--- config.mk ---
export PLATFORM = sky130hd
export DESIGN_NAME = position_sequencer
export DESIGN_NICKNAME = d
export VERILOG_FILES = /design/src/rtl/position_sequencer.sv
export SDC_FILE = /design/constraint.sdc
export NUM_CORES = 1
export LEC_CHECK = 0
export ABC_CLOCK_PERIOD_IN_PS = 4200
export BUFFER_PORTS_ARGS = -buffer_cell sky130_fd_sc_hd__buf_2
export CORE_MARGIN = 2
export CORE_UTILIZATION = 53
export DETAILED_ROUTE_END_ITERATION = 7
export PLACE_DENSITY = 0.78
export SETUP_SLACK_MARGIN = 0.3
export SYNTH_ARGS = -nofsm -noshare
export SYNTH_HDL_FRONTEND = slang
export SYNTH_SLANG_ARGS = --single-unit
--- constraint.sdc ---
create_clock -name clk -period 4.2 [get_ports clk]
set_input_delay 0.42 -clock clk [delete_from_list [all_inputs] [get_ports clk]]
set_output_delay 0.42 -clock clk [all_outputs]
set_load 0.1 [all_outputs]
--- src/rtl/position_sequencer.sv ---
// Steps a 2-bit position code (home=00, mid=01, front=10) one slot at a time toward
// a commanded target. Each slot is held for STEP_CYCLES clocks.
module position_sequencer #(
    parameter int STEP_CYCLES = 4
) (
    input  logic       clk,
    input  logic       rst,
    input  logic       cmd_valid,
    output logic       cmd_ready,
    input  logic [1:0] cmd_target,
    input  logic       abort,
    output logic [1:0] pos,
    output logic       busy,
    output logic       done,
    output logic       err
);

    typedef enum logic {IDLE, MOVE} state_t;

    localparam logic [7:0] RELOAD = 8'(STEP_CYCLES - 1);

    state_t     state, state_nx;
    logic [1:0] tgt, tgt_nx, pos_nx, step_pos;
    logic       up, up_nx;
    logic [7:0] cnt, cnt_nx;
    logic       busy_nx, done_nx, err_nx;

    assign cmd_ready = (state == IDLE);

    // Targets are never 11, so stepping toward one can never reach 11.
    assign step_pos = up ? pos + 2'd1 : pos - 2'd1;

    always_comb begin
        state_nx = state;
        pos_nx   = pos;
        tgt_nx   = tgt;
        up_nx    = up;
        cnt_nx   = cnt;
        busy_nx  = busy;
        done_nx  = 1'b0;
        err_nx   = 1'b0;
        case (state)
            IDLE: begin
                if (cmd_valid) begin
                    if (cmd_target == 2'b11) begin
                        err_nx = 1'b1;
                    end else if (cmd_target == pos) begin
                        done_nx = 1'b1;
                    end else begin
                        tgt_nx   = cmd_target;
                        up_nx    = (cmd_target > pos);
                        cnt_nx   = RELOAD;
                        busy_nx  = 1'b1;
                        state_nx = MOVE;
                    end
                end
            end
            MOVE: begin
                if (abort) begin
                    busy_nx  = 1'b0;
                    state_nx = IDLE;
                end else if (cnt != 8'd0) begin
                    cnt_nx = cnt - 8'd1;
                end else begin
                    pos_nx = step_pos;
                    if (step_pos == tgt) begin
                        busy_nx  = 1'b0;
                        done_nx  = 1'b1;
                        state_nx = IDLE;
                    end else begin
                        cnt_nx = RELOAD;
                    end
                end
            end
            default: state_nx = IDLE;
        endcase
    end

    always_ff @(posedge clk) begin
        if (rst) begin
            state <= IDLE;
            pos   <= 2'b00;
            tgt   <= 2'b00;
            up    <= 1'b0;
            cnt   <= 8'd0;
            busy  <= 1'b0;
            done  <= 1'b0;
            err   <= 1'b0;
        end else begin
            state <= state_nx;
            pos   <= pos_nx;
            tgt   <= tgt_nx;
            up    <= up_nx;
            cnt   <= cnt_nx;
            busy  <= busy_nx;
            done  <= done_nx;
            err   <= err_nx;
        end
    end

endmodule

==> results of run 1 <==
power breakdown:
group	total, mW	switching, mW	internal, mW
registers	0.184	0.0124	0.172
clock network	0.0949	0.0593	0.0356
logic	0.142	0.0922	0.0500
total	0.421	0.164	0.257
synthesized netlist by cell type, drive strengths merged, types with 2 or more instances:
library cell  number  area [um2]
dfxtp             17         340
nand2             10        37.5
a21oi              9        45.0
nor2               9        50.1
nand2b             7        43.8
o21ai              6        30.0
inv                5        18.8
ha                 4        50.1
nor2b              4        25.0
a311oi             3        32.5
a31oi              3        33.8
nor3               3        20.0
a21o               2        15.0
buf                2        16.3
clkbuf             2        7.51
mux2i              2        32.5
nor3b              2        15.0
nor4               2        27.5
xnor2              2        17.5
area by class of cell:
class | instances | area share (%)
flip-flops and latches | 17 | 30.9
repair buffers | 11 | 5.00
well taps | 25 | 2.84
clock inverters | 1 | 0.455
clock buffers | 3 | 2.05
inverters | 5 | 1.70
multi-input cells | 86 | 57.0
per-stage QoR:
step,power [mW],cell area [um2]
2_1_floorplan,0.309,1010
3_3_place_gp,0.324,1070
3_5_place_dp,0.328,1070
4_1_cts,0.420,1100
5_1_grt,0.442,1100
6_report,0.421,1100
cells by family (layout without fill, tap and decap cells):
logic type / after synthesis / count (layout) / synth area share, %
AND/OR/NAND/NOR: 47 / 47 / 28.8
AO/OA/AOI/OAI: 29 / 29 / 20.3
flip-flops: 17 / 17 / 33.7
buffers and inverters: 9 / 20 / 4.21
adder cells (fa/ha/maj): 4 / 4 / 4.95
XOR/XNOR: 4 / 4 / 4.83
multiplexers: 2 / 2 / 3.22
metal layers:
| metal | GRT usage (%) | vias up |
|---|---|---|
| li1 | - | 425 |
| met1 | 30.7 | 390 |
| met2 | 31.1 | 30 |
| met3 | 4.53 | 5 |
| met4 | 8.11 | 0 |
| met5 | 0 | - |
state kept, by name, summed over array words and instances, names as in the netlist:
signal	count
cnt	8
pos	2
tgt	2
busy	1
done	1
err	1
state	1
up	1
final timing paths:
path                  to  depth (start not counted)           from  slack, ns
setup / recovery  cnt[2]                          6         cnt[0]       2.15
hold / removal    tgt[0]                          3  cmd_target[0]       0.35
setup reg to reg  cnt[2]                          6         cnt[0]       2.15
hold reg to reg   tgt[1]                          2         tgt[1]       0.47
worst register-to-register path: stages (launching register included):
cell	delay, ns
dfxtp_1	0.37
inv_1	0.10
ha_1	0.16
or4b_1	0.66
nor2_8	0.19
a31oi_4	0.15
a311oi_1	0.31
==> results.ini, run 1 <==
[finish]
post-route-util_pct=62.4
n_antenna_cell=0
regArea_um2=340
nets=134
syn_to_final_growth_pct=8.91
mostFrequentLayoutCell=dfxtp_1
multi_input_comb_area_um2=628
final_cells=148
drive_gt1_share_pct=18.7
final_cell_mix=dfxtp_1 (17), buf_2 (11), nand2_1 (10), a21oi_1 (9), nor2_1 (8)
fillers=165

[worst_setup_path]
critPathTopFamily=simple AND/OR/NAND/NOR gates
crit_arrival_ns=2.25
worstPathMaxFanout=7
crit_type=reg -> reg
max_stage_delay_ns=0.66
required_ns=4.41
crit_buf_inv=1
crit_chain=inv_1, ha_1, or4b_1, nor2_8, a31oi_4, a311oi_1
start_kind=flop
worstSetupEndpointType=flop
slowest_stage=or4b_1

[place]
dp.cells=144
place_ws_ns=2.20
port_buffers=11
post-dp-hpwl_um=1520
place.gp.congestion=0.887

[timing]
fmax_ghz=0.489
relSlewSlack_pct=62.1
hold_viol=0
tightest_slew_ns=0.566
setup_viol=0
slew_violations=0
fin_crit_ns=2.05
skew_ns=0.0146
rsz0062_at_grt=no
fin_setup_tns_ns=0
whs_ns=0.353
fin_ws_ns=2.15
period_share_pct=48.7

[clock_network]
cts_tree=yes
cts_buffers=3
holdBufCountCts=0
clock_sinks=17
clkSlewWorstSetupHoldPaths_ns=0.12
worstSkewPairLatency_ns=0.31
post_cts_resized=0
cts_root_buf=clkbuf_4
post-cts-setup-buffers=0
clock_path_buffers=2
htreeDepth=1

[synth]
synthArstFlopShare_pct=0
syn_avg_cell_area_um2=9.03
ys_seq_elements=17
synth_edf_count=0
synth_cell_types=46
synth_cells=112
synth-main-ff-cell=dfxtp_1
yosys_warnings=0
synth_nets=122
yosysSeqAreaShare_pct=33.7
syn_area_mm2=0.00101

[job]
cap_violations=0

[routing]
postRouteAntennaNets=0
vias=850
viasPerCell=5.74
top_layer_used=met4
wl_um=2080
drt_iter0_drc=24
routed-wl-met3_um=129
wl_met1_um=966
drc=0
met2WireLength_um=950
wl_per_cell_um=14.1
firstDrtPassIters=4

[pwr]
power.density_mw_per_mm2=382
p_leak_nw=0.419
max-vdd-ir-drop_uv=187

[floorplanning]
die_h_um=47.7
num_io_pins=12
rows=15
coreArea_mm2=0.00176
start_util_pct=57.3
die_area_mm2=0.00227
die-width_um=47.7

[run_status]
outcome=completed

[global_route]
grt_pass1_vias=714
overflow=0
grtUsageTotal_pct=21.3
grt_start_max_net_pins=21
antenna_found_initial=0
grt_pass1_wl_um=3300

[hold_path]
min_path_type=in -> reg

(Power assumes the default switching activity.)
==> inputs of run 2 (changes only) <==
ABC_CLOCK_PERIOD_IN_PS = 2100   (was 4200)
clock period = 2.1 ns   (was 4.2 ns; I/O delays follow)
==> results.ini, run 2 (synthesis results as in run 1) <==
[global_route]
grtUsageTotal_pct=22.6
overflow=0
grt_start_max_net_pins=21
grt_pass1_wl_um=3460
antenna_found_initial=0
grt_pass1_vias=755

[clock_network]
cts_tree=yes
htreeDepth=1
worstSkewPairLatency_ns=0.30
clkSlewWorstSetupHoldPaths_ns=0.10
clock_sinks=17
cts_root_buf=clkbuf_4
holdBufCountCts=0
clock_path_buffers=2
cts_buffers=3

[hold_path]
hp-start=cmd_target[1]
hold_end=tgt[1]
whs_path_depth=3
min_path_type=in -> reg

[place]
placedInstanceArea_mm2=0.00108
place.gp.congestion=0.806
post-dp-hpwl_um=1450
port_buffers=11

[pwr]
combPwrFrac_pct=38.5
power.density_mw_per_mm2=750
p_sw_share_pct=37.7
p_total_mw=0.896
power_frac_clock_pct=20.2
seqPwrFrac_pct=41.3
max-vdd-ir-drop_uv=575
p_int_mw=0.558
p_leak_nw=0.450
switchingPower_mw=0.338

[routing]
vias=899
firstDrtPassIters=4
viasPerCell=5.84
drt_iter0_drc=13
wl_per_cell_um=15.4
postRouteAntennaNets=0
wl_um=2360
drc=0

[timing]
slew_violations=0
rsz0062_at_grt=yes
fin_setup_tns_ns=0
skew_ns=0.00876
setup_viol=0
fin_crit_ns=1.82
fmax_ghz=0.551
tightest_slew_ns=0.545
period_share_pct=86.4
relSlewSlack_pct=63.5
hold_viol=0

[worst_setup_path]
timing.rr.end=cnt[2]
worstPathMaxFanout=7
max_stage_delay_ns=0.56
slowest_stage=or4b_4
worstSetupEndpointType=flop
start_kind=flop
crit_buf_inv=1
reg2reg_from=cnt[1]
r2r_slack_ns=0.28
crit_arrival_ns=2.03
crit_type=reg -> reg
critPathTopFamily=simple AND/OR/NAND/NOR gates
crit_chain=inv_4, ha_4, or4b_4, nor2_8, a31oi_4, a311oi_2
required_ns=2.32
reg2reg_depth=6

[floorplanning]
die_h_um=47.7
num_io_pins=12
die-width_um=47.7
rows=15
die_area_mm2=0.00227
coreArea_mm2=0.00176
start_util_pct=57.3

[finish]
reg_top3=cnt x8, pos x2, tgt x2
mostFrequentLayoutCell=dfxtp_1
regMostFlops=cnt
nets=140
drive_gt1_share_pct=31.0
final_cell_mix=dfxtp_1 (13), buf_2 (11), nand2_1 (10), a21oi_1 (9), nor2_1 (8)
n_antenna_cell=0
design_area_mm2=0.00119
largest_reg_flops=8
syn_to_final_growth_pct=18.2

[job]
cap_violations=0

[run_status]
outcome=completed

run 2: what timing repair did:
action	4_1_cts	5_1_grt
endpoints found under the setup margin	13	9
setup buffers	0	6
gates resized for setup	2	11
pin swaps	1	5
run 2: worst reg2reg max path: cells and delay by family, from the launching register on:
family                     cells  cell delay [ns]
DFF                            1             0.37
and+or+nand+nor                2             0.72
adders and majority gates      1             0.14
buffers and inverters          1             0.08
AOI/OAI and AO/OA              2             0.41
run 2: power groups by stage:
stage | sequential, mW | combinational, mW | clock (mW)
final | 0.371 | 0.345 | 0.181
after global routing | 0.374 | 0.368 | 0.198
after CTS | 0.368 | 0.287 | 0.185
after detailed placement | 0.375 | 0.281 | 0
after global placement | 0.373 | 0.275 | 0
after floorplan | 0.408 | 0.208 | 0
run 2: per-layer routing:
layer | up-vias | GRT usage, % | share of wire (%)
met5 | - | 0 | 0
met4 | 0 | 13.0 | 1.8
met1 | 422 | 29.3 | 43
met2 | 27 | 32.4 | 49
met3 | 5 | 7.92 | 5.4
li1 | 445 | - | -
run 2: area by class of cell:
cell class / instances / area [um2]
well taps: 25 / 31.3
fillers: 160 / 569
repair buffers: 17 / 100
flip-flops and latches: 17 / 355
clock inverters: 1 / 5.00
inverters: 5 / 21.3
multi-input cells: 86 / 659
clock buffers: 3 / 22.5
run 2: stage by stage:
step / hold slack [ns] / utilization, % / std cells / worst slack [ns]
2_1_floorplan: 0.346 / - / 112 / 0.370
3_3_place_gp: 0.456 / 61.3 / 144 / 0.228
3_5_place_dp: 0.464 / 61.3 / 144 / 0.123
4_1_cts: 0.156 / 63.1 / 148 / 0.305
5_1_grt: 0.159 / 67.7 / 154 / 0.222
6_report: 0.159 / 67.7 / 154 / 0.285
run 2: worst max path at each step:
stage	startpoint	to	slack (ns)	depth (start not counted)
finish	cnt[1]	cnt[2]	0.28	6
global route	cnt[1]	cnt[2]	0.22	6
CTS	cnt[1]	cnt[2]	0.30	6
detailed placement	cnt[0]	cnt[7]	0.12	6
global placement	cnt[0]	cnt[7]	0.23	6
floorplan	pos[1]	cnt[7]	0.37	4
